### src/rtl/axon_spike_scheduler_if.sv
`default_nettype none
// ============================================================================
// Module   : axon_spike_scheduler_if
// Brief    : Fire-event input stream and due-spike output stream of the
//            axon spike scheduler (valid/ready on both sides).
// Revision : 1.0  initial release
// ============================================================================
interface axon_spike_scheduler_if #(
    parameter int TW    = 16,
    parameter int NID_W = 8
);
    logic             in_valid;
    logic [NID_W-1:0] in_nid;
    logic [TW-1:0]    in_delay;
    logic             in_ready;
    logic             out_valid;
    logic [NID_W-1:0] out_nid;
    logic [TW-1:0]    out_time;
    logic             out_ready;

    // master: soma side producing events and consumer accepting spikes
    modport master (
        output in_valid, in_nid, in_delay, out_ready,
        input  in_ready, out_valid, out_nid, out_time
    );

    modport slave (
        input  in_valid, in_nid, in_delay, out_ready,
        output in_ready, out_valid, out_nid, out_time
    );
endinterface
`default_nettype wire

### src/rtl/axon_spike_scheduler.sv
`default_nettype none
// ============================================================================
// Module   : axon_spike_scheduler
// Brief    : Holds fire events in a slot table until the global timestep
//            reaches their due time, then streams them out in slot order.
// Revision : 1.0  initial release
// ============================================================================
module axon_spike_scheduler #(
    parameter int DEPTH = 8,
    parameter int TW    = 16,
    parameter int NID_W = 8
) (
    input  wire logic                       clk,
    input  wire logic                       rst,
    input  wire logic                       tick,
    input  wire logic                       flush,
    axon_spike_scheduler_if.slave           bus,
    output logic [$clog2(DEPTH+1)-1:0]      count,
    output logic [TW-1:0]                   now,
    output logic                            sat_err
);
    localparam int c_CW = $clog2(DEPTH + 1);
    localparam int c_IW = (DEPTH > 1) ? $clog2(DEPTH) : 1;
    localparam logic [TW-1:0]   c_DMAX    = {1'b0, {(TW-1){1'b1}}};
    localparam logic [TW-1:0]   c_T_ONE   = {{(TW-1){1'b0}}, 1'b1};
    localparam logic [c_CW-1:0] c_C_ONE   = {{(c_CW-1){1'b0}}, 1'b1};
    localparam logic [c_CW-1:0] c_FULL    = c_CW'(DEPTH);

    logic [DEPTH-1:0] r_vld;
    logic [NID_W-1:0] r_nid [DEPTH];
    logic [TW-1:0]    r_due [DEPTH];
    logic             r_out_valid;
    logic [NID_W-1:0] r_out_nid;
    logic [TW-1:0]    r_out_time;
    logic [c_CW-1:0]  r_count;
    logic [TW-1:0]    r_now;
    logic             r_sat;

    logic [TW-1:0]    w_diff [DEPTH];
    logic [DEPTH-1:0] w_due;
    logic [c_IW-1:0]  w_free_idx;
    logic [c_IW-1:0]  w_rel_idx;
    logic             w_in_ready;
    logic             w_accept;
    logic             w_release;
    logic             w_sat;
    logic [TW-1:0]    w_delay;
    logic [TW-1:0]    w_due_new;
    logic [c_CW-1:0]  w_count_nxt;

    // A slot is due once now has reached its due time; the sign bit of the
    // modular difference stays correct across the counter wrap.
    generate
        for (genvar gi = 0; gi < DEPTH; gi++) begin : g_slot
            assign w_diff[gi] = r_now - r_due[gi];
            assign w_due[gi]  = r_vld[gi] & ~w_diff[gi][TW-1];
        end
    endgenerate

    always_comb begin
        w_free_idx = '0;
        w_rel_idx  = '0;
        for (int i = DEPTH - 1; i >= 0; i--) begin
            if (!r_vld[i]) w_free_idx = c_IW'(i);
            if (w_due[i])  w_rel_idx  = c_IW'(i);
        end
    end

    assign w_in_ready = (r_count < c_FULL);
    assign w_accept   = bus.in_valid && w_in_ready && !flush;
    assign w_release  = (!r_out_valid || bus.out_ready) && (|w_due) && !flush;
    assign w_sat      = bus.in_delay[TW-1];
    assign w_delay    = w_sat ? c_DMAX : bus.in_delay;
    assign w_due_new  = r_now + w_delay;

    always_comb begin
        w_count_nxt = r_count;
        case ({w_accept, w_release})
            2'b10:   w_count_nxt = r_count + c_C_ONE;
            2'b01:   w_count_nxt = r_count - c_C_ONE;
            default: w_count_nxt = r_count;
        endcase
    end

    always_ff @(posedge clk or posedge rst) begin
        if (rst) begin
            r_vld       <= '0;
            r_out_valid <= 1'b0;
            r_out_nid   <= '0;
            r_out_time  <= '0;
            r_count     <= '0;
            r_now       <= '0;
            r_sat       <= 1'b0;
        end else begin
            if (tick) r_now <= r_now + c_T_ONE;
            if (flush) begin
                r_vld       <= '0;
                r_out_valid <= 1'b0;
                r_out_nid   <= '0;
                r_out_time  <= '0;
                r_count     <= '0;
                r_sat       <= 1'b0;
            end else begin
                if (w_release) begin
                    r_out_valid      <= 1'b1;
                    r_out_nid        <= r_nid[w_rel_idx];
                    r_out_time       <= r_due[w_rel_idx];
                    r_vld[w_rel_idx] <= 1'b0;
                end else if (bus.out_ready) begin
                    r_out_valid <= 1'b0;
                end
                // The write target is a currently free slot, so it can never
                // collide with the slot released at this edge.
                if (w_accept) begin
                    r_vld[w_free_idx] <= 1'b1;
                    if (w_sat) r_sat <= 1'b1;
                end
                r_count <= w_count_nxt;
            end
        end
    end

    // Slot payload needs no reset: it is only observed behind r_vld.
    always_ff @(posedge clk) begin
        if (w_accept) begin
            r_nid[w_free_idx] <= bus.in_nid;
            r_due[w_free_idx] <= w_due_new;
        end
    end

    assign bus.in_ready  = w_in_ready;
    assign bus.out_valid = r_out_valid;
    assign bus.out_nid   = r_out_nid;
    assign bus.out_time  = r_out_time;
    assign count         = r_count;
    assign now           = r_now;
    assign sat_err       = r_sat;
endmodule
`default_nettype wire

### src/flat_wrapper.sv
// flat-port wrapper written by rule: the top's interface ports become plain ports
module axon_spike_scheduler_flat 
#(
    parameter int DEPTH = 8,
    parameter int TW    = 16,
    parameter int NID_W = 8
)
  (clk, rst, tick, flush, count, now, sat_err, bus_in_valid, bus_in_nid, bus_in_delay, bus_out_ready, bus_in_ready, bus_out_valid, bus_out_nid, bus_out_time);
  axon_spike_scheduler_if #(.TW(TW), .NID_W(NID_W)) bus_i ();
  input  wire logic clk;
  input  wire logic rst;
  input  wire logic tick;
  input  wire logic flush;
  output logic [$clog2(DEPTH+1)-1:0] count;
  output logic [TW-1:0] now;
  output logic sat_err;
  input wire logic [$bits(bus_i.in_valid)-1:0] bus_in_valid;
  input wire logic [$bits(bus_i.in_nid)-1:0] bus_in_nid;
  input wire logic [$bits(bus_i.in_delay)-1:0] bus_in_delay;
  input wire logic [$bits(bus_i.out_ready)-1:0] bus_out_ready;
  output wire logic [$bits(bus_i.in_ready)-1:0] bus_in_ready;
  output wire logic [$bits(bus_i.out_valid)-1:0] bus_out_valid;
  output wire logic [$bits(bus_i.out_nid)-1:0] bus_out_nid;
  output wire logic [$bits(bus_i.out_time)-1:0] bus_out_time;
  assign bus_i.in_valid = bus_in_valid;
  assign bus_i.in_nid = bus_in_nid;
  assign bus_i.in_delay = bus_in_delay;
  assign bus_i.out_ready = bus_out_ready;
  assign bus_in_ready = bus_i.in_ready;
  assign bus_out_valid = bus_i.out_valid;
  assign bus_out_nid = bus_i.out_nid;
  assign bus_out_time = bus_i.out_time;
  axon_spike_scheduler #(.DEPTH(DEPTH), .TW(TW), .NID_W(NID_W)) u_core (.clk(clk), .rst(rst), .tick(tick), .flush(flush), .bus(bus_i), .count(count), .now(now), .sat_err(sat_err));
endmodule
### config.mk
export PLATFORM = sky130hd
export DESIGN_NAME = axon_spike_scheduler_flat
export DESIGN_NICKNAME = d
export VERILOG_FILES = /design/src/rtl/axon_spike_scheduler_if.sv /design/src/rtl/axon_spike_scheduler.sv /design/src/flat_wrapper.sv
export SDC_FILE = /design/constraint.sdc
export NUM_CORES = 1
export LEC_CHECK = 0
export CAP_MARGIN = 0
export CORE_MARGIN = 2
export CORE_UTILIZATION = 45
export DETAILED_ROUTE_END_ITERATION = 7
export HOLD_SLACK_MARGIN = 0.02
export PLACE_DENSITY = 0.72
export SYNTH_ARGS = -nofsm -noshare
export SYNTH_HDL_FRONTEND = slang
export SYNTH_SLANG_ARGS = --single-unit
### constraint.sdc
create_clock -name clk -period 5.2 [get_ports clk]
set_clock_uncertainty 0.05 [all_clocks]
set_input_delay 1.56 -clock clk [delete_from_list [all_inputs] [get_ports clk]]
set_output_delay 1.56 -clock clk [all_outputs]
set_load 0.1 [all_outputs]
Word level (Yosys, flattened, before mapping)
Memories as Yosys holds them, arrays and structs flattened.
Cells that the tools add are included.
{ "classes": {"addsub": 12, "multipliers": 0, "div": 0, "order_cmp": 5, "n_eq_ne": 2, "shifts": 0, "mux": 39, "n_bitwise": 19, "reduce_logical": 16} }
{ "ops": {"columns": ["op", "count"], "rows": [
  ["$sub A16 B16 Y16", 8],
  ["$mux W3", 16],
  ["$mux W8", 6],
  ["$mux W16", 2],
  ["$add A16 B1 Y16 const B", 1],
  ["$add A16 B16 Y16", 1],
  ["$mux W15", 1],
  ["$mux W1", 10],
  ["$and A1 B1 Y1", 8],
  ["$and A8 B8 Y8", 1],
  ["$lt A3 B4 Y1 const B", 2],
  ["$not A1 Y1", 8],
  ["$not A8 Y8", 1],
  ["$or A8 B8 Y8", 1],
  ["$pmux W4 S2", 1],
  ["$reduce_or A8 Y1", 1],
  ["$demux W1 S3", 2],
  ["$ge A3 B1 Y1 const B", 2],
  ["$logic_and A1 B1 Y1", 6],
  ["$reduce_bool A2 Y1", 3],
  ["$reduce_bool A3 Y1", 2],
  ["$add A4 B1 Y4 const B", 1],
  ["$lt A4 B4 Y1 const B", 1],
  ["$mux W4", 1],
  ["6 further kinds", 7]
]} }
{ "word_totals": {"reg_bits": 54, "latch_bits": 0, "ramBits": 192, "mem_bits_ro": 0, "in_bits": 30, "out_inout_bits": 47, "wordCells": 102, "memories": 2} }
{ "mem_list": {"columns": ["name", "words", "word_bits", "rd", "rd_clocked_by_memory_dff", "wr", "line_no", "text"], "rows": [
  ["u_core.r_due", 8, 16, 9, 0, 1, "axon_spike_scheduler.sv:31", "logic [TW-1:0] r_due [DEPTH];"],
  ["u_core.r_nid", 8, 8, 1, 0, 1, "axon_spike_scheduler.sv:30", "logic [NID_W-1:0] r_nid [DEPTH];"]
]} }

Logic depth before layout (Yosys ltp)
Gate-level depths: netlist of the first run.
An unclocked memory read counts as a cell.
{ "logic_depth": {"ltp_word": 23, "mapped_depth": 16, "depth_no_buf": 15} }

Least setup slack after synthesis of the first run
Ideal clock, no wire load.
{ "synth_timing": {"kind": "flip-flop to flip-flop", "startpoint": "reg u_core.r_now[12], in the netlist u_core.now[12]", "endpoint": "reg u_core.r_count[3], in the netlist u_core.count[3]", "arrival_ns": 4.567, "t_required_ns": 5.068, "path_slack_ns": 0.501, "path_stages_with_launch": 15, "path_buffers": 1, "synth_period_minus_slack_ns": 4.699, "cell_sequence": "dfrtp_1 -> ha_1 -> nand2_1 -> or4_1 -> o21ai_1 -> mux2i_1 -> or2_1 -> clkbuf_1 -> o31ai_4 -> nor3_1 -> ha_1 -> a21o_1 -> a21o_1 -> or4_1 -> a31oi_1"} }
{ "synth_between": {"elab_chain_cells": 9, "elab_cells_between_ends": 32, "cone_classes": "add/sub (8); eq/ne (2); mux (2); bitwise (16); reduce/logical (4)"} }
{ "synth_lines": {"columns": ["item", "line_no", "text"], "rows": [
  ["start, declared", "axon_spike_scheduler.sv:36", "logic [TW-1:0] r_now;"],
  ["start signal, assigned", "axon_spike_scheduler.sv:95", "if (tick) r_now <= r_now + c_T_ONE;"],
  ["$sub A16 B16 Y16", "axon_spike_scheduler.sv:55", "assign w_diff[gi] = r_now - r_due[gi];"],
  ["$not A1 Y1", "axon_spike_scheduler.sv:56", "assign w_due[gi] = r_vld[gi] & ~w_diff[gi][TW-1];"],
  ["$and A1 B1 Y1", "axon_spike_scheduler.sv:56", null],
  ["$reduce_or A8 Y1 (*)", "axon_spike_scheduler.sv:71", "assign w_release = (!r_out_valid || bus.out_ready) && (|w_due) && !flush;"],
  ["$logic_and A1 B1 Y1 (*) (2 in a row)", "axon_spike_scheduler.sv:71", null],
  ["$eq A2 B1 Y1 / $eq A2 B2 Y1 (equally long branches)", "axon_spike_scheduler.sv:78", "case ({w_accept, w_release})"],
  ["$pmux W4 S2", "axon_spike_scheduler.sv:78", null],
  ["$mux W4", "axon_spike_scheduler.sv:96", "if (flush) begin"],
  ["end signal, assigned", "axon_spike_scheduler.sv:118", "r_count <= w_count_nxt;"],
  ["end, declared", "axon_spike_scheduler.sv:35", "logic [c_CW-1:0] r_count;"]
]} }
Mark *: on every way between the ends. The rest lies on a longest branch, timed or not.
A chain may end at the register's enable or synchronous reset.

Worst setup path after layout of the first run
{ "layout_timing": {"startpoint": "in bus_in_delay[15]", "endpoint": "mem u_core.r_due[1][14] (data pin)"} }
{ "layout_between": {"elab_chain_cells": 2} }
{ "layout_lines": {"columns": ["item", "line_no", "text"], "rows": [
  ["start, declared", "flat_wrapper.sv:19", "input wire logic [$bits(bus_i.in_delay)-1:0] bus_in_delay;"],
  ["$mux W15", "axon_spike_scheduler.sv:73", "assign w_delay = w_sat ? c_DMAX : bus.in_delay;"],
  ["$add A16 B16 Y16", "axon_spike_scheduler.sv:74", "assign w_due_new = r_now + w_delay;"],
  ["named net u_core.w_due_new[14]", "axon_spike_scheduler.sv:48", "logic [TW-1:0] w_due_new;"],
  ["end, declared", "axon_spike_scheduler.sv:31", null]
]} }
The timed path passes the listed nets, and every way through them passes these cells.

==> run metrics, run 1 <==
status complete, no violations; setup_tns 0 ps; final WL 37.8 mm; vias in the first global route 9,940; Initial Util 45.5%; Final Setup Violations 0; antenna fix cells 0; drt pass-1 iters 5; fin crit share 95.3%; H-tree depth 1; clk_lat worst skew 540 ps; grt total ovfl 0; DRC 0; Root Driver clkbuf_16; Post-synth EDFFs 192; global-route wire length before repair 57.2 mm; Die X 177 microns; fmax 202 MHz; syn_nets 1,332; Startpoint Class input port; Worst VDD drop 0.224 mV; Routability Congestion 0.909; worst rel slew slack 32.9%; CTS tree done; Max Root-Sink Buffers 3; Routed Antenna Nets 0; synthesis-to-finish area growth 17.5%; Slew Viols, Final 0; Final Hold Viols 0; asr flop ratio synth 22.0%; # hold bufs at CTS 0; ys flop type edfxtp_1; reg-to-reg startpoint u_core.now[14]; share of Yosys cell area claimed by the top area cell type 42.8%; pin slew with the least headroom to its limit 1000 ps; Worst-path clk slew 60 ps; drt wl/cell 22.2 microns; Req. time, crit path 5410 ps; Die H 177 microns; unrepaired setup endpoints after global routing false; worst setup margin 244 ps; Syn Std Cell Area 13,500 sq um; P_leak 6.65 nW; Synth area leader edfxtp_1; hold path start u_core.bus.out_time[1]; Inserted Clock Buffers 26; commonest cells after routing, fill and taps aside 192 x edfxtp_1, 131 x inv_1, 130 x ha_1; post-layout min period 4960 ps; Max-Cap Viols 0; flops & latches, synth 246; Avg Synthesized Cell Area 11.5 sq um; share of layout cells above drive strength 1 11.4%; kind of critical path in2reg; die area 31,300 sq um; top post-synthesis cells by area edfxtp_1 43%, ha_1 12%, dfrtp_1 10%; Post-Synthesis Cells 1,170; vias after detailed routing 9,930; Worst Path Arrival 5170 ps; PortBufs 76; Synth cell types 69; fillers 2,512; FF-to-FF setup slack 530 ps; cell row count 63; initial detailed-routing violation count 906; WHS Endpoint u_core.bus.out_time[1]; post-CTS setup buffer count 0; placed cells 1,653; PostCTS Resize Cnt 0; largest net degree at the start of global routing 47; Layout Nets 1,453; worst-path fanout max 16; reg2reg end u_core.bus.out_time[1]; Tot GR Track Use 24.4%; area of the core 29,600 sq um; dpl ws -259 ps; sequential area share after synthesis 52.9%; hold depth 1; dpl hpwl 26.7 mm; CTS sink count 246; worst hold path type reg2reg; # IOs 77; commonest non-fill, non-tap cell in the layout edfxtp_1; vias per std cell 5.84; synth warn 0; CP startpoint bus_in_delay[15]; initial antenna violation count 0; worst r2r path cells 11; pwr/cell area 371 nW/um^2; Crit. End Element flip-flop; Finished Layout Cells 1,701
[worst max path at each step]
stage / to / slack [ps] / cells after the start
6_report: u_core.r_due[1][14] / 240 / 15
3_3_place_gp: u_core.r_due[5][14] / -190 / 15
4_1_cts: u_core.r_due[1][14] / 280 / 15
2_1_floorplan: u_core.count[3] / 500 / 14
3_5_place_dp: u_core.r_due[3][14] / -260 / 15
5_1_grt: u_core.r_due[4][14] / 20 / 15
[cell type report]
type,count,area (sq um),area share [%]
clock buffers,29,703,4.45
repair buffers,129,1210,7.64
flip-flops and latches,246,7120,45.0
clock inverters,19,136,0.862
inverters,132,495,3.13
well taps,390,488,3.09
multi-input cells,756,5670,35.8
[cell usage after synthesis, drive strengths merged (3+ instances only)]
cell type  number
buf            23
o221ai         23
o22ai          13
nor3           14
dfrtp          54
o211ai         10
nand2b         13
edfxtp        192
o31ai           4
a211oi          7
o21bai          6
nor2b           8
and4            4
a32o           13
nand3          31
inv           132
mux2i          25
ha            130
o21ai          51
or3            11
o221a          12
nor2           52
a21o            8
xnor2          25
nand4b          8
nand4          14
nand2          98
xor2           15
clkbuf         13
nor4            4
a211o           7
a41oi           4
or4             4
a21oi          79
o21a            3
mux2           10
or2            18
a2111oi        11
[metal layers]
metal	track usage [%]	wire length [microns]	vias to the layer above
li1	-	-	4573
met1	30.8	15400	4860
met2	41.3	18100	387
met3	3.14	2370	110
met4	11.9	1870	0
met5	0	0	-
[sequential cells by signal (all words and copies together) (netlist names)]
name and count:
u_core.bus.out_time 16, u_core.r_due 128, u_core.sat_err 1, u_core.r_nid 64, u_core.bus.out_valid 1, u_core.now 16
u_core.r_vld 8, u_core.bus.out_nid 8, u_core.count 4
[logic make-up after synthesis]
| group | share of synthesized area, % |
|---|---|
| and+or+nand+nor | 10.7 |
| AOI/OAI and AO/OA | 13.5 |
| DFF | 52.9 |
| buffers and inverters | 5.15 |
| adders and majority gates | 12.4 |
| xor gates and xnor gates | 2.66 |
| muxes | 2.70 |
[critical path, cell delays in order]
cell,delay [ps]
clkdlybuf4s50_1,390
buf_4,190
or2_2,310
ha_1,220
fa_1,400
a21o_1,230
a21oi_1,210
o21bai_1,90
a21oi_1,250
o21bai_1,100
a21oi_1,290
o211ai_1,190
a31o_2,260
a21oi_1,160
xnor2_1,290
[where the power goes]
| group | switching (W) | total [W] | internal, W |
|---|---|---|---|
| clock | 0.000776 | 0.00180 | 0.00103 |
| combinational | 0.00101 | 0.00152 | 0.000507 |
| sequential | 0.000157 | 0.00254 | 0.00239 |
| total | 0.00194 | 0.00586 | 0.00392 |
[per-stage QoR]
step / utilization [%] / hold WS [ps] / cell area, sq um / total power (W)
final: 53.5 / 443 / 15800 / 0.00586
after global routing: 53.5 / 463 / 15800 / 0.00612
after CTS: 53.5 / 448 / 15800 / 0.00588
after detailed placement: 50.7 / 425 / 15000 / 0.00409
after global placement: 50.7 / 418 / 15000 / 0.00402
after floorplan: - / 527 / 13500 / 0.00352
(Power assumes the default switching activity.)
==> run 2: changes to the inputs <==
--- a/config.mk
+++ b/config.mk
@@ -9,7 +9,7 @@
 export CORE_MARGIN = 2
 export CORE_UTILIZATION = 45
 export DETAILED_ROUTE_END_ITERATION = 7
-export HOLD_SLACK_MARGIN = 0.02
+export HOLD_SLACK_MARGIN = 0.05
 export PLACE_DENSITY = 0.72
 export SYNTH_ARGS = -nofsm -noshare
 export SYNTH_HDL_FRONTEND = slang
==> constraint.sdc (replaced) <==
create_clock -name clk -period 5.2 [get_ports clk]
set_clock_uncertainty 0.05 [all_clocks]
set_input_delay 1.56 -clock clk [delete_from_list [all_inputs] [get_ports clk]]
set_output_delay 1.56 -clock clk [all_outputs]
set_load 0.005 [all_outputs]
==> results of run 2 <==
The final DEF is identical to that of run 1. Status: complete, no violations.
Among the figures that moved: total power 0.00586 W -> 0.00556 W; worst IR drop on VDD 0.224 mV -> 0.223 mV
